===== src/rtl/axi_fifo_flopn.sv =====
// Register-based AXI-Stream FIFO: circular buffer of DEPTH flops with count, space and occupancy.
// Optional macro AXI_FIFO_FLOPN_BYPASS_EN adds a zero-latency pass-through when empty.
module axi_fifo_flopn #(
  parameter int unsigned WIDTH = 32,
  parameter int unsigned DEPTH = 4,
  localparam int unsigned CW = $clog2(DEPTH + 1)
) (
  input  logic             clk,
  input  logic             reset_n,
  input  logic             clear,
  input  logic [WIDTH-1:0] i_tdata,
  input  logic             i_tvalid,
  output logic             i_tready,
  output logic [WIDTH-1:0] o_tdata,
  output logic             o_tvalid,
  input  logic             o_tready,
  output logic [CW-1:0]    space,
  output logic [CW-1:0]    occupied
);

  localparam int unsigned PW = (DEPTH > 1) ? $clog2(DEPTH) : 1;

  logic [WIDTH-1:0] mem_q [DEPTH];
  logic [PW-1:0]    rd_ptr_q, rd_ptr_d;
  logic [PW-1:0]    wr_ptr_q, wr_ptr_d;
  logic [CW-1:0]    count_q, count_d;
  logic             empty, full, bypass, push, pop;

  function automatic logic [PW-1:0] next_ptr(input logic [PW-1:0] ptr);
    return (ptr == PW'(DEPTH - 1)) ? '0 : ptr + PW'(1);
  endfunction

  assign empty = (count_q == '0);
  assign full  = (count_q == CW'(DEPTH));

`ifdef AXI_FIFO_FLOPN_BYPASS_EN
  // Empty with both sides ready: the beat flows straight through and is never stored.
  assign bypass  = reset_n & empty & i_tvalid & o_tready;
  assign o_tdata = bypass ? i_tdata : mem_q[rd_ptr_q];
`else
  assign bypass  = 1'b0;
  assign o_tdata = mem_q[rd_ptr_q];
`endif

  // A full FIFO still accepts when the head leaves in the same cycle.
  assign i_tready = reset_n & (~full | o_tready);
  assign o_tvalid = ~empty | bypass;
  assign push     = i_tvalid & i_tready & ~bypass;
  assign pop      = ~empty & o_tready;
  assign occupied = count_q;
  assign space    = CW'(DEPTH) - count_q;

  always_comb begin
    rd_ptr_d = rd_ptr_q;
    wr_ptr_d = wr_ptr_q;
    count_d  = count_q;
    if (clear) begin
      rd_ptr_d = '0;
      wr_ptr_d = '0;
      count_d  = '0;
    end else begin
      if (push) wr_ptr_d = next_ptr(wr_ptr_q);
      if (pop)  rd_ptr_d = next_ptr(rd_ptr_q);
      if (push && !pop) count_d = count_q + CW'(1);
      else if (pop && !push) count_d = count_q - CW'(1);
    end
  end

  always_ff @(posedge clk or negedge reset_n) begin
    if (!reset_n) begin
      rd_ptr_q <= '0;
      wr_ptr_q <= '0;
      count_q  <= '0;
    end else begin
      rd_ptr_q <= rd_ptr_d;
      wr_ptr_q <= wr_ptr_d;
      count_q  <= count_d;
    end
  end

  always_ff @(posedge clk or negedge reset_n) begin
    if (!reset_n) begin
      for (int i = 0; i < int'(DEPTH); i++) mem_q[i] <= '0;
    end else if (push && !clear) begin
      mem_q[wr_ptr_q] <= i_tdata;
    end
  end

endmodule


===== config.mk =====
export PLATFORM = sky130hd
export DESIGN_NAME = axi_fifo_flopn
export DESIGN_NICKNAME = d
export VERILOG_FILES = /design/src/rtl/axi_fifo_flopn.sv
export SDC_FILE = /design/constraint.sdc
export NUM_CORES = 1
export LEC_CHECK = 0
export CAP_MARGIN = 20
export CORE_MARGIN = 2
export CORE_UTILIZATION = 55
export DETAILED_ROUTE_END_ITERATION = 10
export PLACE_DENSITY = 0.81
export SYNTH_ARGS = -nofsm -noshare
export SYNTH_HDL_FRONTEND = slang
export SYNTH_SLANG_ARGS = --single-unit
export TNS_END_PERCENT = 10

===== constraint.sdc =====
create_clock -name clk -period 6.42 [get_ports clk]
set_input_delay 0.963 -clock clk [delete_from_list [all_inputs] [get_ports clk]]
set_output_delay 0.963 -clock clk [all_outputs]
set_load 0.02 [all_outputs]

======== Yosys cells after proc, flatten, opt, wreduce, memory -nomap -nowiden ========
Index checks and enable logic that the tools add are counted.
word-level totals
  register bits after elaboration ......... 135
  latch bits .............................. 0
  bits in writable memories ............... 0
  bits in read-only memories .............. 0
  input port bits ......................... 37
  output and inout port bits .............. 40
  logic and storage cells ................. 52
  memories kept ........................... 0
operators by class
  $add $sub $neg .......................... 5
  multiply operators ...................... 0
  div/mod/pow operators ................... 0
  $lt $le $gt $ge ......................... 3
  eq/ne operators ......................... 3
  shift operators ......................... 0
  multiplexer cells ....................... 15
  bitwise operators ....................... 8
  reduce and logical (&&, ||, !) cells .... 11
operator list
  kind                   number
  $bwmux W128            1
  $mux W32               3
  $bmux W32 S2           1
  $demux W32 S2          1
  $mux W2                6
  $mux W3                3
  $ge A3 B3 Y1 const B   2
  $not A2 Y3             2
  $add A2 B1 Y2 const B  2
  $eq A2 B2 Y1 const B   2
  $logic_and A1 B1 Y1    4
  $reduce_bool A2 Y1     2
  $add A3 B1 Y3 const B  1
  $and A1 B1 Y1          3
  $eq A3 B3 Y1 const B   1
  $logic_not A1 Y1       3
  $logic_not A3 Y1       1
  $lt A3 B1 Y1 const B   1
  $reduce_bool A3 Y1     1
  $sub A3 B1 Y3 const B  1
  $sub A3 B3 Y3 const A  1
  $not A1 Y1             2
  $or A1 B1 Y1           1

======== Longest topological paths before layout ========
Gate-level depths: netlist of the first run.
  depth after elaboration ................. 10
  mapped depth ............................ 9
  depth with buffers taken out ............ 9

======== Least setup slack after synthesis of the first run ========
OpenSTA, ideal clock, no wires.
  path kind ............................... reg2out
  start ................................... reg rd_ptr_q[0]
  end ..................................... out o_tdata[0]
  arrival time ............................ 1429 ps
  data required time ...................... 5457 ps
  path slack .............................. 4028 ps
  cell stages (with the launch flop) ...... 4
  buffers on the path ..................... 2
  cells stage by stage .................... dfrtp_1 buf_2 buf_2 mux4_2
on the way
  longest elaborated chain between the ends .. 4
ends and longest elaborated chain
  what                                          line  text
  start: declaration                            24    logic [PW-1:0] rd_ptr_q, rd_ptr_d;
  start signal: assignment                      75    rd_ptr_q <= rd_ptr_d;
  $not A2 Y3 (not written as such)              42    assign o_tdata = mem_q[rd_ptr_q];
  $bmux W32 S2                                  42
  $mux W32 (not written as such) (2 in series)  42
  end: declaration                              14    output logic [WIDTH-1:0] o_tdata,
No other way between the ends. The select of a mux whose other input is x is not followed.

======== Final worst setup path of the first run ========
  start ................................... reg rd_ptr_q[0]
  end ..................................... out o_tdata[30]
The elaborated chain is that of the path after synthesis.

==> results.py, run 1 <==
metrics = {
    "place": {
        "io_buffers": 76,
        "hpwl_um": 7750,
        "dpl-instance-area_um2": 7350,
        "place_congestion": 0.750,
    },
    "floorplanning": {
        "core_um2": 11900,
        "initial_core_util_pct": 56.1,
        "dieHeight_um": 114,
        "die_area_um2": 13000,
        "num_io_pins": 77,
        "die_w_um": 114,
        "rows": 40,
    },
    "timing": {
        "final.setup.tns_ns": 0,
        "drv_slew": 0,
        "slew_headroom_pct": 38.3,
        "fin_crit_ns": 3.50,
        "hold_viol": 0,
        "worst_slew_pin_slew_ns": 0.926,
        "setup_viol": 0,
        "fin_crit_sh_pct": 54.4,
        "clock_skew_ns": 0.00830,
        "rsz0062_at_grt": "no",
        "clock.fmax_mhz": 286,
    },
    "clock_tree": {
        "cts-root-buf": "clkbuf_16",
        "cts-resized-gates": 0,
        "htree_levels": 4,
        "post_cts_buffers": 0,
        "clock_path_buffers": 2,
        "cts_made_buffers": 17,
        "hold_buffers": 0,
        "cts_tree": "yes",
        "clock_sinks": 135,
        "insertion_delay_ns": 0.42,
        "clkSlewWorstSetupHoldPaths_ns": 0.06,
    },
    "cells_and_area": {
        "drive_above_1_share_pct": 45.5,
        "final_area_um2": 7960,
        "fin_util_pct": 66.8,
        "diodes": 0,
        "fin_nets": 490,
        "synthToLayoutAreaGrowth_pct": 19.1,
    },
    "synthesis": {
        "synth_cells": 369,
        "yosys-top-cells-area": "dfrtp_1 (51%), mux2_4 (27%), mux4_2 (11%)",
        "synth_top_cell_area_share_pct": 50.6,
        "netlist_top_cells_count": "dfrtp_1 (135), mux2_4 (120), mux4_2 (32)",
        "ys_warn_count": 0,
        "yosysMostFrequentCell": "dfrtp_1",
        "syn_nets": 415,
        "synth.largest_area_cell": "dfrtp_1",
        "synth-edff-count": 0,
        "synthFlopType": "dfrtp_1",
        "yosysSeqAreaShare_pct": 50.6,
        "synth_cell_types": 27,
        "syn-cell-area_um2": 6680,
        "async_reset_ff_share_pct": 100,
        "synth-seq-cells": 135,
        "avgSynthCellArea_um2": 18.1,
    },
    "setup_path": {
        "crit_fanout": 35,
        "setup.worst_path.class": "flop to primary output",
        "crit_path_end_kind": "primary output",
        "cp_data_required_time_ns": 5.46,
        "reg2reg_slack_ns": 3.72,
        "crit_arrival_ns": 2.53,
        "cp-start-kind": "flop",
    },
    "power": {
        "powerDensity_nw_per_um2": 439,
        "max-vdd-ir-drop_uv": 279,
        "leakage_nw": 3.53,
    },
    "global_route": {
        "grt_pass1_wl_um": 21600,
        "grt_max_degree": 80,
        "antenna_found_initial": 0,
        "grt_use_total_pct": 22.1,
        "overflow": 0,
        "grt_pass1_vias": 3856,
    },
    "routing": {
        "vias": 3455,
        "antenna_left": 0,
        "routedWlPerCell_um": 21.7,
        "first_pass_iters": 4,
        "drt-initial-drc-count": 170,
        "drc_errors": 0,
        "wl_um": 13100,
        "avgViaCountPerCell": 5.72,
    },
    "job": {
        "cap_violations": 0,
    },
    "worst_hold_path": {
        "hold_path.class": "flop to flop",
    },
    "status": {
        "outcome": "complete, no violations",
    },
}
## report_power, final
part	switching (mW)	internal, mW
logic	0.508	0.761
registers	0.147	1.07
clock network	0.374	0.630
## flip-flops by register name (all words and copies together) (netlist names)
name / cells
occupied: 3
wr_ptr_q: 2
rd_ptr_q: 2
mem_q: 128
## cell type report
cell class,instances,area (um2)
tap,147,184
clock buffer,20,457
clock inverter,12,150
sequential,135,3380
fill,811,3950
multi-input combinational,201,2950
inverter,7,26.3
timing repair buffer,82,807
## path summary, 6_finish.rpt
check | end | from | depth (start not counted)
max reg2reg | mem_q[95] | occupied[0] | 8
min in group asynchronous | mem_q[110] | reset_n | 1
max | o_tdata[30] | rd_ptr_q[0] | 3
min | mem_q[63] | mem_q[63] | 1
min reg2reg | mem_q[63] | mem_q[63] | 1
max in group asynchronous | mem_q[42] | reset_n | 2
## placed cells by master, fill, tap and decap left out, types with 2 or more instances in the layout
master	instances
bufinv_16	3
and2b_1	2
dfrtp_2	2
ha_1	8
clkbuf_8	2
and2_2	4
clkdlybuf4s50_1	75
mux4_2	32
mux2i_1	3
clkbuf_16	17
clkinv_2	4
buf_4	6
nor3_1	2
clkinvlp_4	3
nor2_1	10
mux2_4	120
inv_1	7
dfrtp_1	133
mux2_2	10
## critical path: stages, from the launching register on
cell and delay (ns):
dfrtp_2 0.34, buf_4 0.57, mux4_2 0.63, clkdlybuf4s50_1 0.57
## kinds of logic (layout without fill, tap and decap cells)
| kind of cell | after synthesis | count (layout) | synth area share, % |
|---|---|---|---|
| multiplexers | 165 | 165 | 39.9 |
| adder cells (fa/ha/maj) | 9 | 9 | 1.80 |
| flip-flops | 135 | 135 | 50.6 |
| AND/OR/NAND/NOR | 24 | 24 | 2.15 |
| buffers and inverters | 33 | 121 | 5.32 |
| AO/OA/AOI/OAI | 2 | 2 | 0.168 |
| XOR/XNOR | 1 | 1 | 0.131 |
## routing by layer
layer	GRT usage (%)	wire length [um]	up-vias
met3	5.72	529	10
li1	-	-	1493
met1	30.0	5710	1877
met5	0	0	-
met4	6.10	140	0
met2	35.7	6750	75
## through the flow
step | setup WS [ns] | power, mW | hold WS (ns) | instances
final | 2.92 | 3.49 | 0.503 | 604
after global routing | 2.79 | 3.65 | 0.522 | 604
after CTS | 2.87 | 3.52 | 0.505 | 604
after detailed placement | 2.86 | 2.49 | 0.491 | 572
after global placement | 2.90 | 2.46 | 0.484 | 572
after floorplan | 4.03 | 2.03 | 0.475 | 369
No activity file was read; power rests on OpenSTA's default activity.
==> inputs of run 2 (changes only) <==
CORE_UTILIZATION = 51   (was 55)
PLACE_DENSITY = 0.8   (was 0.81)
clock period = 3.09 ns   (was 6.42 ns; I/O delays follow)
==> results.py, run 2 (synthesized netlist as in run 1, its figures left out) <==
metrics = {
    "status": {
        "outcome": "complete, no violations",
    },
    "routing": {
        "drt-initial-drc-count": 183,
        "drc_errors": 0,
        "routedWlPerCell_um": 19.8,
        "vias": 3424,
        "avgViaCountPerCell": 5.37,
        "wl_um": 12600,
        "first_pass_iters": 4,
        "antenna_left": 0,
    },
    "timing": {
        "rsz0062_at_grt": "no",
        "slew_headroom_pct": 58.9,
        "final.setup.tns_ns": 0,
        "setup_viol": 0,
        "drv_slew": 0,
        "fin_crit_ns": 2.79,
        "fin_crit_sh_pct": 90.4,
        "hold_viol": 0,
        "worst_slew_pin_slew_ns": 0.616,
        "clock_skew_ns": 0.00712,
        "hold_slack_ns": 0.503,
        "clock.fmax_mhz": 358,
    },
    "clock_tree": {
        "cts_tree": "yes",
        "insertion_delay_ns": 0.42,
        "cts_made_buffers": 17,
        "clock_sinks": 135,
        "clock_path_buffers": 2,
        "clkSlewWorstSetupHoldPaths_ns": 0.06,
        "cts-root-buf": "clkbuf_16",
        "post_cts_buffers": 0,
        "hold_buffers": 0,
        "cts-resized-gates": 0,
        "htree_levels": 4,
    },
    "setup_path": {
        "r2r-end": "occupied[2]",
        "crit_family": "buffers and inverters",
        "slowest_stage": "mux4_2",
        "crit_arrival_ns": 2.33,
        "reg2reg_slack_ns": 0.61,
        "setup.worst_path.class": "flop to primary output",
        "crit_path_end_kind": "primary output",
        "cp_cell_sequence": "buf_4 -> mux4_2 -> clkdlybuf4s50_1",
        "cp_data_required_time_ns": 2.63,
        "r2r_cells": 9,
        "timing.rr.start": "occupied[0]",
        "cp-start-kind": "flop",
        "max_stage_delay_ns": 0.60,
        "crit_fanout": 21,
        "worst-path-buf-inv": 2,
    },
    "floorplanning": {
        "die_w_um": 118,
        "rows": 41,
        "core_um2": 12700,
        "num_io_pins": 77,
        "dieHeight_um": 118,
        "die_area_um2": 14000,
        "initial_core_util_pct": 52.5,
    },
    "job": {
        "cap_violations": 0,
    },
    "power": {
        "leakage_nw": 3.58,
        "power.total_mw": 7.15,
        "p_sw_mw": 2.10,
        "p_int_mw": 5.05,
        "switching_share_pct": 29.4,
        "combPwrFrac_pct": 37.3,
        "powerDensity_nw_per_um2": 884,
        "seqPwrFrac_pct": 34.9,
        "clockPowerShare_pct": 27.8,
        "max-vdd-ir-drop_uv": 482,
    },
    "global_route": {
        "grt_pass1_wl_um": 21000,
        "grt_pass1_vias": 3778,
        "overflow": 0,
        "grt_max_degree": 88,
        "grt_use_total_pct": 19.6,
        "antenna_found_initial": 0,
    },
    "cells_and_area": {
        "layout_commonest_cell": "dfrtp_1",
        "top_register": "mem_q",
        "drive_above_1_share_pct": 46.4,
        "layout_common_cells": "dfrtp_1 (133), mux2_4 (120), clkdlybuf4s50_1 (75)",
        "fin_nets": 499,
        "diodes": 0,
        "finalNonFillerCells": 638,
        "largest_reg_flops": 128,
        "synthToLayoutAreaGrowth_pct": 21.1,
    },
    "place": {
        "hpwl_um": 7720,
        "place_congestion": 0.767,
        "io_buffers": 76,
        "placedCellCount": 604,
    },
    "worst_hold_path": {
        "hold_path_end": "mem_q[102]",
        "min_path_cells": 1,
        "hold_path.class": "flop to flop",
        "holdCritStartpoint": "mem_q[102]",
    },
}
-- run 2: final cells by class --
type                       instances  area, um2
timing repair buffer              91        935
sequential                       135       3380
clock inverter                    12        128
tap                              172        215
fill                             941       4630
clock buffer                      20        457
multi-input combinational        201       2950
inverter                           7       26.3
-- run 2: layer usage --
| metal | part of all wire (%) | vias to the layer above | global-route usage (%) | wire length (um) |
|---|---|---|---|---|
| li1 | - | 1515 | - | - |
| met1 | 46 | 1836 | 26.9 | 5850 |
| met2 | 49 | 55 | 30.3 | 6210 |
| met3 | 3.0 | 18 | 4.78 | 383 |
| met4 | 1.5 | 0 | 7.14 | 190 |
| met5 | 0 | - | 0 | 0 |
-- run 2: power by group through the flow --
stage	registers (mW)	logic (mW)	clock network (mW)
global placement	2.49	2.64	0
CTS	2.50	2.70	2.04
detailed placement	2.51	2.69	0
global route	2.55	2.83	2.10
floorplan	2.43	1.78	0
finish	2.49	2.67	1.99
-- run 2: stage by stage --
stage	utilization, %	instance area, um2	worst slack (ns)
2_1_floorplan	-	6680	0.710
3_3_place_gp	58.7	7470	0.640
3_5_place_dp	58.7	7470	0.548
4_1_cts	63.3	8060	0.243
5_1_grt	63.6	8100	0.182
6_report	63.6	8100	0.295
-- run 2: worst max-delay path by stage --
stage / from / endpoint / slack [ns] / depth (start not counted)
finish: rd_ptr_q[0] / o_tdata[15] / 0.30 / 3
global route: rd_ptr_q[0] / o_tdata[15] / 0.18 / 3
floorplan: occupied[0] / occupied[2] / 0.71 / 9
detailed placement: o_tready / occupied[2] / 0.55 / 7
global placement: o_tready / occupied[2] / 0.64 / 7
CTS: rd_ptr_q[0] / o_tdata[15] / 0.24 / 3
-- run 2: worst reg2reg max path: cells and delay by family, from the launching register on --
family                     cells  cell delay (ns)
adders and majority gates      3             0.85
and+or+nand+nor                4             0.89
DFF                            1             0.39
AOI/OAI and AO/OA              1             0.11
buffers and inverters          1             0.10
==> inputs of run 3 (changes only) <==
CAP_MARGIN = 10   (was 20)
==> results.py, run 3 (synthesized netlist as in run 1, its figures left out) <==
metrics = {
    "power": {
        "switching_share_pct": 29.4,
        "combPwrFrac_pct": 37.2,
        "p_int_mw": 5.05,
        "powerDensity_nw_per_um2": 887,
        "max-vdd-ir-drop_uv": 482,
        "seqPwrFrac_pct": 34.9,
        "leakage_nw": 3.57,
        "p_sw_mw": 2.10,
        "clockPowerShare_pct": 27.9,
    },
    "setup_path": {
        "timing.rr.start": "occupied[0]",
        "crit_path_end_kind": "primary output",
        "reg2reg_slack_ns": 0.61,
        "cp_data_required_time_ns": 2.63,
        "r2r_cells": 9,
        "cp-start-kind": "flop",
        "setup.worst_path.class": "flop to primary output",
        "crit_arrival_ns": 2.33,
        "crit_fanout": 21,
        "r2r-end": "occupied[2]",
    },
    "floorplanning": {
        "die_w_um": 118,
        "rows": 41,
        "num_io_pins": 77,
        "dieHeight_um": 118,
        "core_um2": 12700,
        "initial_core_util_pct": 52.5,
        "die_area_um2": 14000,
    },
    "cells_and_area": {
        "fin_nets": 497,
        "seq_area_um2": 3380,
        "fillers": 943,
        "largest_reg_flops": 128,
        "layout_common_cells": "dfrtp_1 (133), mux2_4 (120), clkdlybuf4s50_1 (75)",
        "top_register": "mem_q",
        "diodes": 0,
        "multi_input_area_um2": 2950,
        "layout_commonest_cell": "dfrtp_1",
        "synthToLayoutAreaGrowth_pct": 20.6,
        "drive_above_1_share_pct": 46.3,
    },
    "place": {
        "io_buffers": 76,
        "hpwl_um": 7720,
        "place_congestion": 0.767,
    },
    "timing": {
        "hold_viol": 0,
        "final.setup.tns_ns": 0,
        "clock.fmax_mhz": 358,
        "fin_crit_ns": 2.79,
        "clock_skew_ns": 0.00733,
        "worst_slew_pin_slew_ns": 1.09,
        "hold_slack_ns": 0.149,
        "rsz0062_at_grt": "no",
        "setup_viol": 0,
        "slew_headroom_pct": 27.6,
        "fin_crit_sh_pct": 90.4,
        "drv_slew": 0,
    },
    "routing": {
        "drc_errors": 0,
        "avgViaCountPerCell": 5.33,
        "antenna_left": 0,
        "vias": 3392,
        "drt-initial-drc-count": 186,
        "wl_um": 12600,
        "first_pass_iters": 4,
        "routedWlPerCell_um": 19.8,
    },
    "clock_tree": {
        "clock_sinks": 135,
        "insertion_delay_ns": 0.42,
        "htree_levels": 4,
        "clkSlewWorstSetupHoldPaths_ns": 0.06,
        "post_cts_buffers": 0,
        "cts-root-buf": "clkbuf_16",
        "clock_path_buffers": 2,
        "cts_tree": "yes",
        "hold_buffers": 0,
        "cts_made_buffers": 17,
        "cts-resized-gates": 0,
    },
    "global_route": {
        "overflow": 0,
        "grt_pass1_wl_um": 21000,
        "grt_pass1_vias": 3778,
        "grt_use_total_pct": 19.6,
        "antenna_found_initial": 0,
        "grt_max_degree": 88,
    },
    "worst_hold_path": {
        "hold_path.class": "input pin to async pin",
    },
    "job": {
        "cap_violations": 0,
    },
    "status": {
        "outcome": "complete, no violations",
    },
}
==> run 3: cell count changes in the layout (fill, tap and decap cells not counted), sizes merged <==
| cell | delta |
|---|---|
| dlygate4sd3 | -1 |
| buf | -1 |
==> run 3: worst max path at each step <==
stage / startpoint / end / slack, ns / cells past startpoint
3_5_place_dp: o_tready / occupied[2] / 0.55 / 7
5_1_grt: rd_ptr_q[0] / o_tdata[15] / 0.18 / 3
2_1_floorplan: occupied[0] / occupied[2] / 0.71 / 9
4_1_cts: rd_ptr_q[0] / o_tdata[15] / 0.24 / 3
3_3_place_gp: o_tready / occupied[2] / 0.64 / 7
6_report: rd_ptr_q[0] / o_tdata[15] / 0.30 / 3
==> run 3: power groups by stage <==
stage,Combinational (mW),Sequential [mW],Clock (mW)
after floorplan,1.78,2.43,0
after global placement,2.64,2.49,0
after detailed placement,2.69,2.51,0
after CTS,2.70,2.50,2.04
after global routing,2.82,2.55,2.10
final,2.66,2.49,1.99
==> run 3: metal layers <==
layer	up-vias	track usage [%]	wire length (um)
met4	0	7.14	192
met1	1807	26.9	5800
met5	-	0	0
li1	1511	-	-
met2	56	30.3	6190
met3	18	4.78	395
==> run 3: metrics by stage <==
step                      power, mW  setup slack (ns)  cell area [um2]  utilization (%)  instances
final                          7.15             0.295             8060             63.3        636
after detailed placement       5.19             0.548             7470             58.7        604
after global placement         5.13             0.640             7470             58.7        604
after floorplan                4.21             0.710             6680                -        369
after global routing           7.48             0.182             8060             63.3        636
after CTS                      7.23             0.243             8060             63.3        636
==> run 3: area by class of cell <==
class                      count  area share [%]
clock buffer                  20            5.67
timing repair buffer          89            11.1
clock inverter                12            1.58
multi-input combinational    201            36.7
inverter                       7           0.326
tap                          172            2.67
sequential                   135            42.0
==> run 3: worst max-delay path: stages, from the launching register on <==
cell,delay (ns)
dfrtp_2,0.35
buf_4,0.38
mux4_2,0.60
clkdlybuf4s50_1,0.56
